===== src/rtl/seq_pkg.sv =====
// Shared definitions for the serial bit path: serializer state type, default
// word width, and the 1011 sequence detector's state constants.
package seq_pkg;

    localparam int SER_WIDTH_DEFAULT = 8;

    typedef enum logic {
        IDLE  = 1'b0,
        SHIFT = 1'b1
    } ser_state_t;

    // Detector states count how much of the 1011 pattern has been matched.
    localparam logic [2:0] DET_S0      = 3'd0;
    localparam logic [2:0] DET_S1      = 3'd1;
    localparam logic [2:0] DET_S10     = 3'd2;
    localparam logic [2:0] DET_S101    = 3'd3;
    localparam logic [2:0] DET_S1011   = 3'd4;
    localparam logic [3:0] DET_PATTERN = 4'b1011;

endpackage


===== src/rtl/ser_shift_reg.sv =====
// Shift register and bit counter for the serializer; the head bit is the one
// currently presented on the serial output.
module ser_shift_reg
    import seq_pkg::*;
#(
    parameter int WIDTH     = SER_WIDTH_DEFAULT,
    parameter bit MSB_FIRST = 1'b1,
    localparam int CNT_W    = $clog2(WIDTH)
) (
    input  logic             clk,
    input  logic             reset,
    input  logic             load,
    input  logic [WIDTH-1:0] load_data,
    input  logic             shift,
    output logic [WIDTH-1:0] sh,
    output logic [CNT_W-1:0] cnt,
    output logic             head_bit,
    output logic             at_last
);

    localparam logic [CNT_W-1:0] LAST_CNT = CNT_W'(WIDTH - 1);

    logic [WIDTH-1:0] sh_r;
    logic [CNT_W-1:0] cnt_r;
    logic [WIDTH-1:0] sh_shifted_s;

    // Move the register one place toward the output end, filling with zero.
    always_comb begin
        sh_shifted_s = sh_r;
        if (MSB_FIRST) begin
            sh_shifted_s = {sh_r[WIDTH-2:0], 1'b0};
        end else begin
            sh_shifted_s = {1'b0, sh_r[WIDTH-1:1]};
        end
    end

    // Load wins over shift; with neither, sh and cnt hold (stall case).
    always_ff @(posedge clk) begin
        if (reset) begin
            sh_r  <= {WIDTH{1'b0}};
            cnt_r <= {CNT_W{1'b0}};
        end else if (load) begin
            sh_r  <= load_data;
            cnt_r <= {CNT_W{1'b0}};
        end else if (shift) begin
            sh_r  <= sh_shifted_s;
            cnt_r <= cnt_r + CNT_W'(1'b1);
        end else begin
            sh_r  <= sh_r;
            cnt_r <= cnt_r;
        end
    end

    assign sh       = sh_r;
    assign cnt      = cnt_r;
    assign head_bit = MSB_FIRST ? sh_r[WIDTH-1] : sh_r[0];
    assign at_last  = (cnt_r == LAST_CNT);

endmodule


===== src/rtl/bit_serializer.sv =====
// Parallel-to-serial converter with a one-word hold buffer so that consecutive
// words stream without a gap; in_ready is registered and independent of out_ready.
module bit_serializer
    import seq_pkg::*;
#(
    parameter int WIDTH     = SER_WIDTH_DEFAULT,
    parameter bit MSB_FIRST = 1'b1
) (
    input  logic             clk,
    input  logic             reset,
    input  logic [WIDTH-1:0] in_data,
    input  logic             in_valid,
    output logic             in_ready,
    output logic             out_bit,
    output logic             out_valid,
    input  logic             out_ready,
    output logic             out_last,
    output logic             busy
);

    localparam int CNT_W = $clog2(WIDTH);

    ser_state_t       state_r;
    ser_state_t       state_next_s;
    logic [WIDTH-1:0] hold_r;
    logic             hold_full_r;
    logic             hold_full_next_s;
    logic             hold_we_s;
    logic             hold_clr_s;
    logic             in_ready_r;
    logic             busy_r;

    logic             accept_s;
    logic             consume_s;
    logic             load_s;
    logic [WIDTH-1:0] load_data_s;
    logic             shift_s;
    logic [WIDTH-1:0] sh_s;
    logic [CNT_W-1:0] cnt_s;
    logic             head_bit_s;
    logic             at_last_s;

    assign accept_s  = in_valid & in_ready_r;
    assign consume_s = (state_r == SHIFT) & out_ready;

    ser_shift_reg #(
        .WIDTH     (WIDTH),
        .MSB_FIRST (MSB_FIRST)
    ) u_shift (
        .clk       (clk),
        .reset     (reset),
        .load      (load_s),
        .load_data (load_data_s),
        .shift     (shift_s),
        .sh        (sh_s),
        .cnt       (cnt_s),
        .head_bit  (head_bit_s),
        .at_last   (at_last_s)
    );

    // Next state plus shift-register and hold-register controls.
    always_comb begin
        state_next_s = state_r;
        load_s       = 1'b0;
        load_data_s  = in_data;
        shift_s      = 1'b0;
        hold_we_s    = 1'b0;
        hold_clr_s   = 1'b0;
        case (state_r)
            IDLE: begin
                if (accept_s) begin
                    load_s       = 1'b1;
                    state_next_s = SHIFT;
                end else begin
                    state_next_s = IDLE;
                end
            end
            SHIFT: begin
                if (consume_s && !at_last_s) begin
                    shift_s = 1'b1;
                end else if (consume_s && hold_full_r) begin
                    load_s      = 1'b1;
                    load_data_s = hold_r;
                    hold_clr_s  = 1'b1;
                end else if (consume_s && accept_s) begin
                    load_s = 1'b1;
                end else if (consume_s) begin
                    state_next_s = IDLE;
                end else begin
                    state_next_s = SHIFT;
                end
                // An accept never coincides with a full hold, since in_ready is low then.
                if (accept_s && !(consume_s && at_last_s)) begin
                    hold_we_s = 1'b1;
                end else begin
                    hold_we_s = 1'b0;
                end
            end
            default: begin
                state_next_s = IDLE;
            end
        endcase
    end

    // Hold-flag next value, shared by the flag register and in_ready.
    always_comb begin
        hold_full_next_s = hold_full_r;
        if (hold_clr_s) begin
            hold_full_next_s = 1'b0;
        end else if (hold_we_s) begin
            hold_full_next_s = 1'b1;
        end else begin
            hold_full_next_s = hold_full_r;
        end
    end

    // State, hold buffer and registered handshake/status outputs.
    always_ff @(posedge clk) begin
        if (reset) begin
            state_r     <= IDLE;
            hold_r      <= {WIDTH{1'b0}};
            hold_full_r <= 1'b0;
            in_ready_r  <= 1'b0;
            busy_r      <= 1'b0;
        end else begin
            state_r     <= state_next_s;
            hold_r      <= hold_we_s ? in_data : hold_r;
            hold_full_r <= hold_full_next_s;
            in_ready_r  <= ~hold_full_next_s;
            busy_r      <= (state_next_s == SHIFT) | hold_full_next_s;
        end
    end

    assign in_ready  = in_ready_r;
    assign busy      = busy_r;
    assign out_valid = (state_r == SHIFT);
    assign out_bit   = out_valid & head_bit_s;
    assign out_last  = out_valid & at_last_s;

endmodule


===== config.mk =====
export PLATFORM = sky130hd
export DESIGN_NAME = bit_serializer
export DESIGN_NICKNAME = d
export VERILOG_FILES = /design/src/rtl/seq_pkg.sv /design/src/rtl/ser_shift_reg.sv /design/src/rtl/bit_serializer.sv
export SDC_FILE = /design/constraint.sdc
export NUM_CORES = 1
export LEC_CHECK = 0
export CORE_MARGIN = 2
export CORE_UTILIZATION = 40
export CTS_CLUSTER_SIZE = 24
export DETAILED_ROUTE_END_ITERATION = 10
export PLACE_DENSITY = 0.64
export SETUP_SLACK_MARGIN = 0.1
export SLEW_MARGIN = 0
export SYNTH_ARGS = -nofsm -noshare
export SYNTH_HDL_FRONTEND = slang
export SYNTH_SLANG_ARGS = --single-unit

===== constraint.sdc =====
create_clock -name clk -period 1.8 [get_ports clk]
set_clock_uncertainty 0.1 [all_clocks]
set_input_delay 0.18 -clock clk [delete_from_list [all_inputs] [get_ports clk]]
set_output_delay 0.18 -clock clk [all_outputs]
set_load 0.1 [all_outputs]

# Word-level counts from Yosys, hierarchy flattened
# Index checks and enable logic that the tools add are counted.
# Widths: inputs -> output; s select.
dict set report op_classes {
  n_lt_le_gt_ge 0
  div_mod_pow 0
  shifts 0
  bitwise 7
  n_eq_ne 1
  n_mul 0
  n_reduce_logical 9
  mux 24
  add_sub_neg 1
}
# operator count
set op_table {}
lappend op_table {{$mux 8} 5}
lappend op_table {{$mux 1} 17}
lappend op_table {{$logic_and 1x1->1} 5}
lappend op_table {{$and 1x1->1} 4}
lappend op_table {{$pmux 1 s2} 2}
lappend op_table {{$add 3x1->3 const B} 1}
lappend op_table {{$eq 3x3->1 const B} 1}
lappend op_table {{$logic_not 1->1} 2}
lappend op_table {{$not 1->1} 2}
lappend op_table {{$reduce_bool 2->1} 1}
lappend op_table {{$reduce_or 2->1} 1}
lappend op_table {{$or 1x1->1} 1}
dict set report word_totals {
  ff_bits 23
  latch_bits 0
  mem_count 0
  wordCells 49
  input_bits 12
  output_inout_bits 5
  mem_bits_rw 0
  mem_bits_ro 0
}

# Depth between registers and ports, before layout
# Gate-level depths: netlist (run 1).
dict set report depth {
  depth_word 9
  depth_mapped 7
}

# Modules after synthesis
# A second synthesis (run 1) with hierarchy kept.
dict set report hier_totals {
  cells_unflattened 113
  hier_area_um2 1168.6
}
# module area_each_um2 cells_each instances
set by_module_without_submodules {}
lappend by_module_without_submodules {bit_serializer 664.4 65 1}
lappend by_module_without_submodules {ser_shift_reg 504.2 48 1}

# Least setup slack after synthesis (run 1)
# No wires, ideal clock.
dict set report synth_path {
  path_type {register -> output}
  from {reg state_r (netlist: out_valid)}
  to {out out_bit}
  t_required_ns 1.520
  path_buffers 1
  arrival_time_ns 1.931
  path_slack_ns -0.411
  stages_incl_launch_ff 3
  path_cell_list {dfxtp_1 > buf_6 > and2_1}
}
dict set report synth_between {
  elab_chain_len 1
}
# element line_no
set synth_lines {}
lappend synth_lines {{start: declaration} bit_serializer.sv:23} ;# ser_state_t state_r;
lappend synth_lines {{start signal: assignment} bit_serializer.sv:126} ;# state_r <= state_next_s;
lappend synth_lines {{$and 1x1->1} bit_serializer.sv:137} ;# assign out_bit = out_valid & head_bit_s;
lappend synth_lines {{end: declaration} bit_serializer.sv:14} ;# output logic out_bit,
# No other way between the ends.

# Worst setup path after layout (run 1)
dict set report layout_path {
  from {reg u_shift.cnt_r[0] (netlist: u_shift.cnt[0])}
  to {out out_last}
}
dict set report layout_between {
  elab_chain_len 2
}
# element line_no
set layout_lines {}
lappend layout_lines {{start: declaration} ser_shift_reg.sv:24} ;# logic [CNT_W-1:0] cnt_r;
lappend layout_lines {{start signal: assignment} ser_shift_reg.sv:41} ;# cnt_r <= {CNT_W{1'b0}};
lappend layout_lines {{start signal: assignment} ser_shift_reg.sv:44} ;# cnt_r <= {CNT_W{1'b0}};
lappend layout_lines {{start signal: assignment} ser_shift_reg.sv:47} ;# cnt_r <= cnt_r + CNT_W'(1'b1);
lappend layout_lines {{$eq 3x3->1} ser_shift_reg.sv:57} ;# assign at_last = (cnt_r == LAST_CNT);
lappend layout_lines {{$and 1x1->1} bit_serializer.sv:138} ;# assign out_last = out_valid & at_last_s;
lappend layout_lines {{end: declaration} bit_serializer.sv:17} ;# output logic out_last,
# No other way between the ends.

==> results of run 1 <==
[cell families (layout without fill, tap and decap cells)]
family | after synthesis | count (layout) | synth area share, %
AOI/OAI and AO/OA | 33 | 33 | 19.4
DFF | 23 | 23 | 43.2
and+or+nand+nor | 23 | 23 | 12.5
muxes | 17 | 17 | 16.0
buffers and inverters | 8 | 25 | 5.76
adders and majority gates | 2 | 2 | 2.35
xor gates and xnor gates | 1 | 1 | 0.823
[metrics by stage]
step,cell area [um2],power (mW)
after floorplan,1070,0.680
after CTS,1310,0.977
final,1340,0.973
after global routing,1340,1.02
after global placement,1260,0.731
after detailed placement,1260,0.734
[where the power goes]
| part | switching [mW] | total [mW] | internal [mW] |
|---|---|---|---|
| Sequential | 0.0176 | 0.549 | 0.532 |
| Clock | 0.160 | 0.243 | 0.0832 |
| Combinational | 0.106 | 0.181 | 0.0745 |
| Total | 0.284 | 0.973 | 0.689 |
[synth_stat cells, drive strengths merged, types with 2 or more instances]
cell	n	share of area, %
nand3b	2	1.4
and2	3	1.8
dfxtp	23	43
nor2	5	1.8
o22ai	7	4.7
ha	2	2.3
nand2	2	0.71
o21ai	9	4.2
nand3	8	3.8
a31oi	2	1.2
mux2i	17	16
buf	7	5.4
a21oi	9	4.2
[sequential cells by signal, indices dropped and copies added (netlist names)]
signal       count
u_shift.cnt      3
hold_r           8
in_ready         1
hold_full_r      1
out_valid        1
u_shift.sh       8
busy             1
[worst reg2reg max path, cell delays in order (launching register included)]
cell	delay, ns
dfxtp_2	0.38
ha_4	0.14
ha_4	0.14
buf_6	0.12
nand4_4	0.22
mux2i_1	0.27
o22ai_1	0.12
[repair_timing]
item	in CTS	in global routing
hold buffers	0	0
buffers inserted	1	0
resized for setup	4	5
setup endpoints to repair	16	17
pin swaps	0	2
[final cells by class]
| class | instances | area [um2] |
|---|---|---|
| well taps | 30 | 37.5 |
| clock buffers | 3 | 22.5 |
| clock inverters | 1 | 5.00 |
| multi-input cells | 76 | 582 |
| repair buffers | 21 | 226 |
| fillers | 236 | 1160 |
| flip-flops and latches | 23 | 465 |
[per-layer routing]
metal / up-vias / part of all wire [%] / routed length [um]
met3: 5 / 4.9 / 107
li1: 431 / - / -
met4: 0 / 1.7 / 37
met2: 26 / 46 / 994
met5: - / 0 / 0
met1: 387 / 47 / 1030
[worst paths after layout]
kind	startpoint	end	slack, ns	depth (start not counted)
setup reg to reg	u_shift.cnt[0]$_SDFFE_PP0P_	u_shift.sh[1]$_SDFFE_PP0P_	0.20	6
hold reg to reg	hold_r[1]$_SDFFE_PP0P_	hold_r[1]$_SDFFE_PP0P_	0.39	2
hold / removal	in_data[2]	hold_r[2]$_SDFFE_PP0P_	0.33	3
setup / recovery	u_shift.cnt[0]$_SDFFE_PP0P_	out_last	0.15	4
==> run metrics, run 1 <==
Core Area=2500 um2; Detail Route Antenna Nets=0; gr busiest metal=met2; FMAX=607 MHz; worst setup margin=roughly 0.15 ns; synthesized area=1060 um2; Synth-to-Final Area Change=25.7%; RSZ-0062 raised after global routing=yes; post-DP HPWL=1.48 mm; gpl congestion=around 0.69; Cell Pwr Density=roughly 730 nW/um2; EDFF count, synth=0; crit-path max FO=4; sequential fraction of the synthesis area=43.2%; total CTS buffers=3; first-pass iteration count of the detailed router=6; Worst EP arrival=between 1 and 1.5 ns; Buf/Inv on CP=1; CP peak stage delay=~0.36 ns; most common cell after layout, fill and taps aside=dfxtp_1; placed cells=~150; row count=18; met1 track demand over resource=between 20% and 30%; initial detailed-routing violation count=30; final non-filler cell total=between 150 and 200; Crit. End Element=primary output; Starting Density=42.6%; status=complete, no violations; Post-Route Hold Slack=about 0.33 ns; Setup TNS=0 ns; Gate Count Post-Synth=between 100 and 150; FFs w/ async S/R, synth=0%; final core occ=a little over half; vias in the first global route=about 780; CTS tree=done; VDD IR max=between 400 and 500 uV; fin crit period=1.65 ns; Vias/cell=around 5.5; share of layout cells above drive strength 1=a little over a fifth; most frequent cells in the layout=dfxtp_1, mux2i_1, clkdlybuf4s50_1, a21oi_1, nand3_1; pin count of the biggest net entering global routing=14; Total Wirelength=about 2.2 mm; worst-margin pin slew=~0.35 ns; Syn Nets=approximately 120; final setup vio count=0; CP max stage cell=dfxtp_2; Max Transition Viols Final=0; crit path launch type=flop; CP Cell Sequence=ha_4 > ha_4 > and2_2 > buf_12; Root Driver=clkbuf_4; Lkg Pwr=~0.58 nW; H-tree Lvls=1; Crit path max-delay family=flip-flops; clk_lat worst skew=approximately 0.32 ns; die area=3090 um2; WL/cell=between 10 and 15 um; Top cell by count, worst path=ha_4; syn avg cell area=9.95 um2; GR Layer Usage met2=22.4%; clk slew on worst S/H paths=around 0.13 ns; CP required=about 1.5 ns; Distinct cells, synth=29; final hold viol count=0; Sink Count=23; CTS max path bufs=2; first-pass GRT wire length=3.57 mm; # nets final=139; Max-slew headroom=between 70% and 80%; Total GRT Usage=roughly 15%; Vias=between 800 and 900; DRC=0; Seq cells post-synth=23; # IOs=17; crit path kind=flop to primary output; Hold WC Path Type=input port to flop; IO buf count=16; pre-CTS setup slack=0.0520 ns; DIE HEIGHT=around 56 um; antenna violations before repair=0; Die W=around 56 um; antenna cells=0; gr ovfl total=0; final period utilization=about nine tenths; MaxCap Viol Count=0; synth warn=0; ys flop type=dfxtp_1; GR Util met3=2.79%
(Power assumes the default switching activity.)
==> inputs of run 2 (changes only) <==
Settings changed: RECOVER_POWER from default to 25.
==> run metrics, run 2 (same netlist as run 1, synthesis figures left out) <==
status=complete, no violations (unchanged); CP Capture Point=out_last (unchanged); CP required=1.52 ns (about the same); clk slew on worst S/H paths=0.13 ns (about the same); R2R depth=6 (unchanged); Setup TNS=0 ns (unchanged); crit path kind=flop to primary output (unchanged); DIE HEIGHT=55.6 um (unchanged); clock share of power=25.1% (was 25.0%); final period utilization=91.6% (about the same); Total Wirelength=2.17 mm (about the same); Lkg Pwr=0.574 nW (was 0.578 nW); Crit. End Element=primary output (unchanged); Sw Share=29.2% (about the same); Root Driver=clkbuf_4 (unchanged); WL/cell=14.1 um (about the same); IO buf count=16 (unchanged); Vias=858 (was 849); combinational group share of total power=18.2% (was 18.6%); antenna cells=0 (unchanged); # nets final=139 (unchanged); worst r2r dst=hold_r[6]$_SDFFE_PP0P_ (was u_shift.sh[1]$_SDFFE_PP0P_); most common cell after layout, fill and taps aside=dfxtp_1 (unchanged); DRC=0 (unchanged); gr ovfl total=0 (unchanged); gpl congestion=0.686 (unchanged); # IOs=17 (unchanged); clk_lat worst skew=0.32 ns (about the same); Sink Count=23 (unchanged); filler cell count in the final layout=240 (was 236); CTS tree=done (unchanged); RSZ-0062 raised after global routing=yes (unchanged); initial detailed-routing violation count=29 (was 30); placed inst area=1260 um2 (unchanged); die area=3090 um2 (unchanged); crit path launch type=flop (unchanged); post-DP HPWL=1.48 mm (unchanged); Synth-to-Final Area Change=24.4% (was 25.7%); Crit path max-delay family=flip-flops (unchanged); final design area excluding fillers=1330 um2 (was 1340 um2); Vias/cell=5.57 (was 5.51); first-pass iteration count of the detailed router=6 (unchanged); worst setup margin=0.151 ns (was 0.152 ns); Total GRT Usage=14.8% (unchanged); CTS hold repair buffers=0 (unchanged); Detail Route Antenna Nets=0 (unchanged); Starting Density=42.6% (unchanged); worst-margin pin slew=0.544 ns (was 0.350 ns); Hold Path Stages=3 (unchanged); final core occ=53.0% (was 53.6%); H-tree Lvls=1 (unchanged); total CTS buffers=3 (unchanged); CP max stage cell=dfxtp_2 (unchanged); antenna violations before repair=0 (unchanged); CTS max path bufs=2 (unchanged); VDD IR max=443 uV (was 459 uV); Top cell by count, worst path=ha_4 (unchanged); first-pass GRT wire length=3.57 mm (unchanged); Buf/Inv on CP=1 (unchanged); share of layout cells above drive strength 1=21.0% (was 21.8%); Max-slew headroom=63.9% (was 76.7%); WP depth=4 (unchanged); Internal Pwr Total=0.685 mW (was 0.689 mW); final setup vio count=0 (unchanged); pin count of the biggest net entering global routing=14 (unchanged); Core Area=2500 um2 (unchanged); Max Transition Viols Final=0 (unchanged); Hold WC Path Type=input port to flop (unchanged); row count=18 (unchanged); CP peak stage delay=0.36 ns (about the same); Critical path origin=u_shift.cnt[0]$_SDFFE_PP0P_ (unchanged); setup slack, reg-to-reg=0.18 ns (was 0.20 ns); Worst EP arrival=1.37 ns (about the same); final hold viol count=0 (unchanged); vias in the first global route=782 (unchanged); switching pwr=0.283 mW (was 0.284 mW); fin crit period=1.65 ns (about the same); crit-path max FO=4 (unchanged); Cell Pwr Density=731 nW/um2 (was 727 nW/um2); most frequent cells in the layout=dfxtp_1, mux2i_1, clkdlybuf4s50_1, a21oi_1, nand3_1 (unchanged); sequential power share=56.7% (was 56.4%); MaxCap Viol Count=0 (unchanged); reg2reg start=u_shift.cnt[0]$_SDFFE_PP0P_ (unchanged); pre-CTS setup slack=0.0520 ns (unchanged); FMAX=606 MHz (was 607 MHz); Die W=55.6 um (unchanged); CP Cell Sequence=ha_4 > ha_4 > and2_2 > buf_12 (unchanged)
[run 2: changes by cell type in the layout (fill, tap and decap cells not counted)]
cell | previous run | this run
a21boi_2 | 0 | 1
buf_4 | 6 | 4
a21boi_4 | 1 | 0
clkbuf_2 | 0 | 2
dfxtp_1 | 19 | 20
dfxtp_2 | 4 | 3
[run 2: power by group through the flow]
| stage | Clock (mW) | Sequential, mW | Combinational, mW |
|---|---|---|---|
| 4_1_cts | 0.251 | 0.549 | 0.177 |
| 3_3_place_gp | 0 | 0.559 | 0.173 |
| 6_report | 0.243 | 0.549 | 0.177 |
| 3_5_place_dp | 0 | 0.560 | 0.174 |
| 2_1_floorplan | 0 | 0.591 | 0.0887 |
| 5_1_grt | 0.274 | 0.553 | 0.189 |
[run 2: worst min path at each step]
stage / start / to / slack, ns
after floorplan: reset / hold_r[5]$_SDFFE_PP0P_ / 0.15
after global placement: hold_r[1]$_SDFFE_PP0P_ / hold_r[1]$_SDFFE_PP0P_ / 0.36
after detailed placement: hold_r[1]$_SDFFE_PP0P_ / hold_r[1]$_SDFFE_PP0P_ / 0.37
after CTS: in_data[2] / hold_r[2]$_SDFFE_PP0P_ / 0.33
after global routing: in_data[1] / hold_r[1]$_SDFFE_PP0P_ / 0.33
final: in_data[2] / hold_r[2]$_SDFFE_PP0P_ / 0.33
[run 2: repair_timing]
| item | CTS | global route |
|---|---|---|
| gates resized for setup | 4 | 5 |
| pin swaps | 0 | 2 |
| setup buffers | 1 | 0 |
| endpoints found under the setup margin | 16 | 17 |
[run 2: worst min-delay path, delay by kind of cell]
kind | cells | cell delay [ns]
simple gates | 1 | 0.07
buf+inv | 1 | 0.42
compound gates | 1 | 0.05
[run 2: metrics by stage]
step | power, mW | hold WS (ns) | instances
2_1_floorplan | 0.680 | 0.149 | 107
3_3_place_gp | 0.731 | 0.361 | 149
3_5_place_dp | 0.734 | 0.369 | 149
4_1_cts | 0.977 | 0.329 | 154
5_1_grt | 1.02 | 0.333 | 154
6_report | 0.968 | 0.328 | 154
[run 2: final cells by class]
| type | instances | area (um2) | share of cell area [%] |
|---|---|---|---|
| multi-input combinational | 76 | 574 | 43.3 |
| sequential | 23 | 464 | 35.0 |
| timing repair buffer | 21 | 221 | 16.7 |
| tap | 30 | 37.5 | 2.83 |
| clock buffer | 3 | 22.5 | 1.70 |
| clock inverter | 1 | 5.00 | 0.378 |
[run 2: per-layer routing]
| layer | GRT usage [%] | vias up | routed length, um |
|---|---|---|---|
| li1 | - | 430 | - |
| met1 | 20.6 | 395 | 1020 |
| met2 | 22.4 | 28 | 996 |
| met3 | 2.79 | 5 | 111 |
| met4 | 6.27 | 0 | 37 |
| met5 | 0 | - | 0 |
==> inputs of run 3 (changes only) <==
Settings changed: CTS_CLUSTER_DIAMETER from default to 30.
==> results of run 3 <==
Final layout, timing and power as in run 2 (identical DEF).
